===== config.mk =====
export PLATFORM = sky130hd
export DESIGN_NAME = axis_frame_gen_flat
export DESIGN_NICKNAME = d
export VERILOG_FILES = /design/src/rtl/axis_frame_gen_if.sv /design/src/rtl/axis_frame_gen.sv /design/src/flat_wrapper.sv
export SDC_FILE = /design/constraint.sdc
export NUM_CORES = 1
export LEC_CHECK = 0
export CAP_MARGIN = 20
export CELL_PAD_IN_SITES_DETAIL_PLACEMENT = 1
export CELL_PAD_IN_SITES_GLOBAL_PLACEMENT = 2
export CORE_ASPECT_RATIO = 0.8
export CORE_MARGIN = 2
export CORE_UTILIZATION = 29
export DETAILED_ROUTE_END_ITERATION = 10
export PLACE_DENSITY = 0.74
export SKIP_CTS_REPAIR_TIMING = 1
export SYNTH_ARGS = -nofsm -noshare
export SYNTH_HDL_FRONTEND = slang
export SYNTH_SLANG_ARGS = --single-unit

===== constraint.sdc =====
create_clock -name sys_clk -period 3.5 [get_ports sys_clk]
set_input_delay 0.35 -clock sys_clk [delete_from_list [all_inputs] [get_ports sys_clk]]
set_output_delay 0.35 -clock sys_clk [all_outputs]
set_load 0.02 [all_outputs]

===== src/rtl/axis_frame_gen_if.sv =====
// 64-bit AXI-Stream transmit bundle between the frame generator and the MAC.
interface axis_frame_gen_if;
  logic [63:0] tx_tdata;
  logic [7:0]  tx_tkeep;
  logic        tx_tvalid;
  logic        tx_tready;
  logic        tx_tlast;
  logic        tx_tuser;

  modport master (
    output tx_tdata, tx_tkeep, tx_tvalid, tx_tlast, tx_tuser,
    input  tx_tready
  );

  modport slave (
    input  tx_tdata, tx_tkeep, tx_tvalid, tx_tlast, tx_tuser,
    output tx_tready
  );
endinterface


===== src/rtl/axis_frame_gen.sv =====
// Synthetic Ethernet frame source: programmable length/gap, sequence-numbered
// payload, 64-bit AXI-Stream output with every output driven from a register.
module axis_frame_gen #(
  parameter logic [47:0] DST_MAC   = 48'hFFFF_FFFF_FFFF,
  parameter logic [47:0] SRC_MAC   = 48'h000A_3500_0001,
  parameter logic [15:0] ETHERTYPE = 16'h88B5
) (
  input  logic               sys_clk,
  input  logic               sys_rst,
  input  logic               enable,
  input  logic [10:0]        frame_len,
  input  logic [15:0]        gap_cycles,
  axis_frame_gen_if.master   m_axis,
  output logic [31:0]        frame_count,
  output logic               busy
);

  typedef enum logic [1:0] {
    S_IDLE = 2'd0,
    S_SEND = 2'd1,
    S_GAP  = 2'd2
  } state_t;

  state_t      r_state;
  logic [10:0] r_len;
  logic [15:0] r_gap;
  logic [15:0] r_gap_cnt;
  logic [7:0]  r_beat;
  logic [31:0] r_seq;
  logic [31:0] r_count;
  logic [63:0] r_tdata;
  logic [7:0]  r_tkeep;
  logic        r_tvalid;
  logic        r_tlast;
  logic        r_busy;

  logic        w_hs;
  logic [10:0] w_len_c;
  logic [31:0] w_seq_inc;
  logic [7:0]  w_ld_k;
  logic [10:0] w_ld_len;
  logic [31:0] w_ld_seq;
  logic [63:0] w_ld_data;
  logic [7:0]  w_ld_keep;
  logic        w_ld_last;

  function automatic logic [10:0] clamp_len(input logic [10:0] l);
    if (l < 11'd60)
      return 11'd60;
    else if (l > 11'd1514)
      return 11'd1514;
    else
      return l;
  endfunction

  function automatic logic beat_is_last(input logic [7:0] k, input logic [10:0] len);
    logic [10:0] last_idx;
    last_idx = (len - 11'd1) >> 3;
    return ({3'b000, k} == last_idx);
  endfunction

  function automatic logic [7:0] beat_keep(input logic [7:0] k, input logic [10:0] len);
    if (beat_is_last(k, len) && (len[2:0] != 3'd0))
      return 8'hFF >> (4'd8 - {1'b0, len[2:0]});
    else
      return 8'hFF;
  endfunction

  // Header bytes 0..17 come from the packed header vector, payload byte i is i[7:0].
  function automatic logic [63:0] beat_data(input logic [7:0] k, input logic [10:0] len,
                                            input logic [31:0] seq);
    logic [143:0] hdr;
    logic [10:0]  idx;
    logic [7:0]   b;
    logic [63:0]  d;
    hdr = {DST_MAC, SRC_MAC, ETHERTYPE, seq};
    d   = 64'd0;
    for (int j = 0; j < 8; j++) begin
      idx = {k, 3'b000} + 11'(j);
      if (idx < 11'd18)
        b = 8'(hdr >> ((8'd17 - idx[7:0]) * 8'd8));
      else
        b = idx[7:0];
      if (idx >= len)
        b = 8'h00;
      d[j*8 +: 8] = b;
    end
    return d;
  endfunction

  assign w_hs      = r_tvalid & m_axis.tx_tready;
  assign w_len_c   = clamp_len(frame_len);
  assign w_seq_inc = r_seq + 32'd1;

  // Select which beat gets loaded into the output register on the next handshake/start.
  always_comb begin
    w_ld_k   = r_beat + 8'd1;
    w_ld_len = r_len;
    w_ld_seq = r_seq;
    if (r_state == S_SEND && !r_tvalid) begin
      w_ld_k = 8'd0;
    end else if (r_state == S_SEND && r_tlast) begin
      w_ld_k   = 8'd0;
      w_ld_len = w_len_c;
      w_ld_seq = w_seq_inc;
    end else if (r_state == S_GAP) begin
      w_ld_k   = 8'd0;
      w_ld_len = w_len_c;
    end else begin
      w_ld_k = r_beat + 8'd1;
    end
    w_ld_data = beat_data(w_ld_k, w_ld_len, w_ld_seq);
    w_ld_keep = beat_keep(w_ld_k, w_ld_len);
    w_ld_last = beat_is_last(w_ld_k, w_ld_len);
  end

  // Frame FSM with registered stream outputs, counters and sequence number.
  always_ff @(posedge sys_clk) begin
    if (sys_rst) begin
      r_state   <= S_IDLE;
      r_len     <= 11'd60;
      r_gap     <= 16'd0;
      r_gap_cnt <= 16'd0;
      r_beat    <= 8'd0;
      r_seq     <= 32'd0;
      r_count   <= 32'd0;
      r_tdata   <= 64'd0;
      r_tkeep   <= 8'd0;
      r_tvalid  <= 1'b0;
      r_tlast   <= 1'b0;
      r_busy    <= 1'b0;
    end else begin
      case (r_state)
        S_IDLE: begin
          if (enable) begin
            r_len   <= w_len_c;
            r_gap   <= gap_cycles;
            r_beat  <= 8'd0;
            r_busy  <= 1'b1;
            r_state <= S_SEND;
          end
        end
        S_SEND: begin
          if (!r_tvalid) begin
            r_beat   <= 8'd0;
            r_tdata  <= w_ld_data;
            r_tkeep  <= w_ld_keep;
            r_tlast  <= w_ld_last;
            r_tvalid <= 1'b1;
          end else if (w_hs && r_tlast) begin
            r_count <= r_count + 32'd1;
            r_seq   <= w_seq_inc;
            if (r_gap == 16'd0 && enable) begin
              // Back-to-back: next frame's first beat replaces the last one, valid stays high.
              r_len   <= w_len_c;
              r_gap   <= gap_cycles;
              r_beat  <= 8'd0;
              r_tdata <= w_ld_data;
              r_tkeep <= w_ld_keep;
              r_tlast <= w_ld_last;
            end else begin
              r_tvalid  <= 1'b0;
              r_tlast   <= 1'b0;
              r_tdata   <= 64'd0;
              r_tkeep   <= 8'd0;
              r_gap_cnt <= r_gap;
              r_busy    <= (r_gap != 16'd0);
              r_state   <= (r_gap != 16'd0) ? S_GAP : S_IDLE;
            end
          end else if (w_hs) begin
            r_beat  <= w_ld_k;
            r_tdata <= w_ld_data;
            r_tkeep <= w_ld_keep;
            r_tlast <= w_ld_last;
          end
        end
        S_GAP: begin
          if (r_gap_cnt == 16'd1) begin
            if (enable) begin
              r_len    <= w_len_c;
              r_gap    <= gap_cycles;
              r_beat   <= 8'd0;
              r_tdata  <= w_ld_data;
              r_tkeep  <= w_ld_keep;
              r_tlast  <= w_ld_last;
              r_tvalid <= 1'b1;
              r_state  <= S_SEND;
            end else begin
              r_busy  <= 1'b0;
              r_state <= S_IDLE;
            end
          end else begin
            r_gap_cnt <= r_gap_cnt - 16'd1;
          end
        end
        default: begin
          r_tvalid <= 1'b0;
          r_busy   <= 1'b0;
          r_state  <= S_IDLE;
        end
      endcase
    end
  end

  assign m_axis.tx_tdata  = r_tdata;
  assign m_axis.tx_tkeep  = r_tkeep;
  assign m_axis.tx_tvalid = r_tvalid;
  assign m_axis.tx_tlast  = r_tlast;
  assign m_axis.tx_tuser  = 1'b0;
  assign frame_count      = r_count;
  assign busy             = r_busy;

endmodule


===== src/flat_wrapper.sv =====
// flat-port wrapper written by rule: the top's interface ports become plain ports
module axis_frame_gen_flat 
#(
  parameter logic [47:0] DST_MAC   = 48'hFFFF_FFFF_FFFF,
  parameter logic [47:0] SRC_MAC   = 48'h000A_3500_0001,
  parameter logic [15:0] ETHERTYPE = 16'h88B5
)
  (sys_clk, sys_rst, enable, frame_len, gap_cycles, frame_count, busy, m_axis_tx_tdata, m_axis_tx_tkeep, m_axis_tx_tvalid, m_axis_tx_tlast, m_axis_tx_tuser, m_axis_tx_tready);
  axis_frame_gen_if m_axis_i ();
  input  logic sys_clk;
  input  logic sys_rst;
  input  logic enable;
  input  logic [10:0] frame_len;
  input  logic [15:0] gap_cycles;
  output logic [31:0] frame_count;
  output logic busy;
  output wire logic [$bits(m_axis_i.tx_tdata)-1:0] m_axis_tx_tdata;
  output wire logic [$bits(m_axis_i.tx_tkeep)-1:0] m_axis_tx_tkeep;
  output wire logic [$bits(m_axis_i.tx_tvalid)-1:0] m_axis_tx_tvalid;
  output wire logic [$bits(m_axis_i.tx_tlast)-1:0] m_axis_tx_tlast;
  output wire logic [$bits(m_axis_i.tx_tuser)-1:0] m_axis_tx_tuser;
  input wire logic [$bits(m_axis_i.tx_tready)-1:0] m_axis_tx_tready;
  assign m_axis_tx_tdata = m_axis_i.tx_tdata;
  assign m_axis_tx_tkeep = m_axis_i.tx_tkeep;
  assign m_axis_tx_tvalid = m_axis_i.tx_tvalid;
  assign m_axis_tx_tlast = m_axis_i.tx_tlast;
  assign m_axis_tx_tuser = m_axis_i.tx_tuser;
  assign m_axis_i.tx_tready = m_axis_tx_tready;
  axis_frame_gen #(.DST_MAC(DST_MAC), .SRC_MAC(SRC_MAC), .ETHERTYPE(ETHERTYPE)) u_core (.sys_clk(sys_clk), .sys_rst(sys_rst), .enable(enable), .frame_len(frame_len), .gap_cycles(gap_cycles), .m_axis(m_axis_i), .frame_count(frame_count), .busy(busy));
endmodule

==> impl_metrics.tcl <==
set metrics [dict create \
    ys_ff_latch 189 \
    whs_path_depth 2 \
    cp_data_required_time_ns 3.90 \
    peakVddDrop_mv 0.321 \
    postSynth.asyncResetShare 0 \
    netlist.area_leader.share 0.392 \
    synth-edff-count 0 \
    wl_per_cell_um 17.7 \
    drive_gt1_frac 0.121 \
    cts_buffers 17 \
    ys_seq_area_frac 0.392 \
    reg2reg_depth 12 \
    cts.path.max_buffers 2 \
    avgSynthCellArea_um2 7.87 \
    syn_to_final_growth_pct 32.6 \
    max_freq_mhz 299 \
    crit_slowest_cell "or4_4" \
    finalCritPeriodShare 0.956 \
    slew_viol_final 0 \
    rows 59 \
    die_y_um 167 \
    antenna_found_initial 0 \
    ant_nets 0 \
    yosysMostFrequentCell "dfxtp_1" \
    powerDensity_nw_per_um2 684 \
    boundaryPins 139 \
    hpwl_um 24200 \
    post-route-util 0.392 \
    cts_tree "built" \
    yosysUniqueCellTypes 64 \
    cp.arrival_ns 3.74 \
    vias_per_cell 5.19 \
    coreArea_um2 32700 \
    p_leak_nw 4.71 \
    slowest_delay_ns 0.54 \
    dieArea_um2 34800 \
    yosys-top-cells-area "dfxtp_1 39%, a21oi_1 6.5%, nor2_1 6.4%, nand2_1 5.8%, xor2_1 4.1%" \
    drt-initial-drc-count 524 \
    vias 9660 \
    finalSetupViolations 0 \
    grt_max_degree 67 \
    gr-usage-met3 0.0368 \
    grt_pass1_wl_um 52500 \
    synthFlopType "dfxtp_1" \
    skew_ns 0.0110 \
    clk_latency_ns 0.45 \
    root_buffer "clkbuf_16" \
    io_buffers 137 \
    crit_top_cell "buf_4" \
    start_util 0.295 \
    synthCells 1228 \
    grt.met2_usage 0.284 \
    die_w_um 208 \
    diodes 0 \
    grt-ovfl-total 0 \
    slew_headroom 0.407 \
    drc 0 \
    mappedNetlistNets 1285 \
    place.gp.congestion 0.861 \
    nNetsFinal 1477 \
    drtPass1Iterations 5 \
    maxCapViolations 0 \
    status "finished clean" \
    finalHoldViolCount 0 \
    path_clk_slew_ns 0.08 \
    hp-class "input port to register" \
    busiest_layer "met2" \
    synth_area_um2 9660 \
    yosys.area.top_type "dfxtp_1" \
    whs_ns 0.302 \
    grt_pass1_vias 9447 \
    crit_type "register to register" \
    wl_um 32900 \
    yosysWarningCount 0 \
    met1_usage 0.277 \
    numClockSinks 189 \
    grtUsageTotal 0.188 \
    cp_cell_sequence "buf_4 > ha_2 > buf_4 > a21o_4 > nand3_1 > or4_4 > a221oi_4 > xnor3_1 > or4_4 > nor4_1 > buf_4 > a21o_1" \
    total_power_mw 8.76 \
    worst_slew_pin_slew_ns 0.881 \
    cts.htree.levels 4 \
    fin_crit_ns 3.35 \
    critPathLaunchType "register" \
    path_max_fanout 5 \
    synth_common_cells "189 x dfxtp_1, 165 x nor2_1, 149 x nand2_1" \
    worstSetupEndpointType "register" \
]
[per-layer routing]
layer	share of wire	wire length (um)
met5	0	0
met2	0.43	14000
met3	0.043	1400
met4	0.010	335
met1	0.52	17100
[cell families (layout without fill, tap and decap cells)]
kind of cell | after synthesis | in the layout | share of synthesized area
simple gates | 495 | 495 | 0.239
compound gates | 341 | 341 | 0.219
flops | 189 | 189 | 0.392
buf+inv | 93 | 298 | 0.0386
xor+xnor | 76 | 76 | 0.0703
fa+ha+maj | 26 | 26 | 0.0337
mux | 7 | 7 | 0.00738
other cells | 1 | 1 | 0.000388
[critical path: cells and delay by family (launching register included)]
family | cells | cell delay (ns)
buffers and inverters | 3 | 0.45
AND/OR/NAND/NOR | 4 | 1.52
AO/OA/AOI/OAI | 3 | 0.55
XOR/XNOR | 1 | 0.26
adder cells (fa/ha/maj) | 1 | 0.18
flip-flops | 1 | 0.34
[cell usage in the layout (no fill, tap or decap), types with 4 or more instances in the layout]
master	Yosys	routed
buf_4	5	102
a21o_1	11	10
a22o_1	7	7
or4_1	5	5
ha_1	26	24
o211ai_1	4	4
inv_1	23	23
nor2b_1	6	5
mux2i_1	6	5
o21ai_0	74	71
o21ai_1	3	6
nor4_1	12	11
nor2_1	165	163
inv_8	0	6
nor3_1	14	12
a31oi_1	9	9
nand4_1	26	26
nand2b_1	9	9
or2_2	6	6
a21oi_1	126	122
nand3_1	35	33
clkbuf_16	0	17
dfxtp_1	189	188
clkdlybuf4s50_1	0	134
a22oi_1	42	42
xnor2_1	30	30
and4_1	6	6
o31ai_1	9	8
a211oi_1	17	17
or3_1	28	28
o22ai_1	5	5
o21a_1	6	4
nand2_1	149	149
and3_1	15	15
xor2_1	45	45
a21oi_2	0	4
and2_1	7	7
[sequential cells by signal, summed over array words and instances, names as in the netlist]
| name | count |
|---|---|
| u_core.busy | 1 |
| u_core.frame_count | 32 |
| u_core.m_axis.tx_tdata | 61 |
| u_core.m_axis.tx_tkeep | 8 |
| u_core.m_axis.tx_tlast | 1 |
| u_core.m_axis.tx_tvalid | 1 |
| u_core.r_beat | 8 |
| u_core.r_gap | 16 |
| u_core.r_gap_cnt | 16 |
| u_core.r_len | 11 |
| u_core.r_seq | 32 |
| u_core.r_state | 2 |
[power breakdown]
| group | internal, mW | switching (mW) | total [mW] | leakage (nW) |
|---|---|---|---|---|
| Clock | 1.10 | 0.995 | 2.09 | 0.303 |
| Sequential | 2.48 | 0.262 | 2.74 | 1.53 |
| Combinational | 1.57 | 2.36 | 3.93 | 2.87 |
[stage by stage]
stage	instance area [um2]	worst slack [ns]	setup TNS (ns)	instances
finish	12800	0.153	0	1860
global route	12800	-0.0118	-0.0254	1860
CTS	12700	-0.0587	-0.456	1859
detailed placement	12100	-0.381	-19.40	1827
global placement	12100	-0.275	-12.51	1827
floorplan	9660	0.0811	0	1228
[worst paths after layout]
check / start / end / slack (ns)
setup / recovery: u_core.r_state[1] / u_core.m_axis.tx_tlast / 0.15
setup reg to reg: u_core.r_state[1] / u_core.m_axis.tx_tlast / 0.15
hold / removal: sys_rst / u_core.r_seq[20] / 0.30
hold reg to reg: u_core.r_len[0] / u_core.r_len[0] / 0.46
[final cells by class]
class	count	area [um2]
Clock inverter	15	195
Multi-Input combinational cell	946	5610
Clock buffer	17	425
Fill cell	3924	19900
Timing Repair Buffer	241	2170
Inverter	25	93.8
Tap cell	427	534
Sequential cell	189	3780
Power figures use the tool's default switching activity.
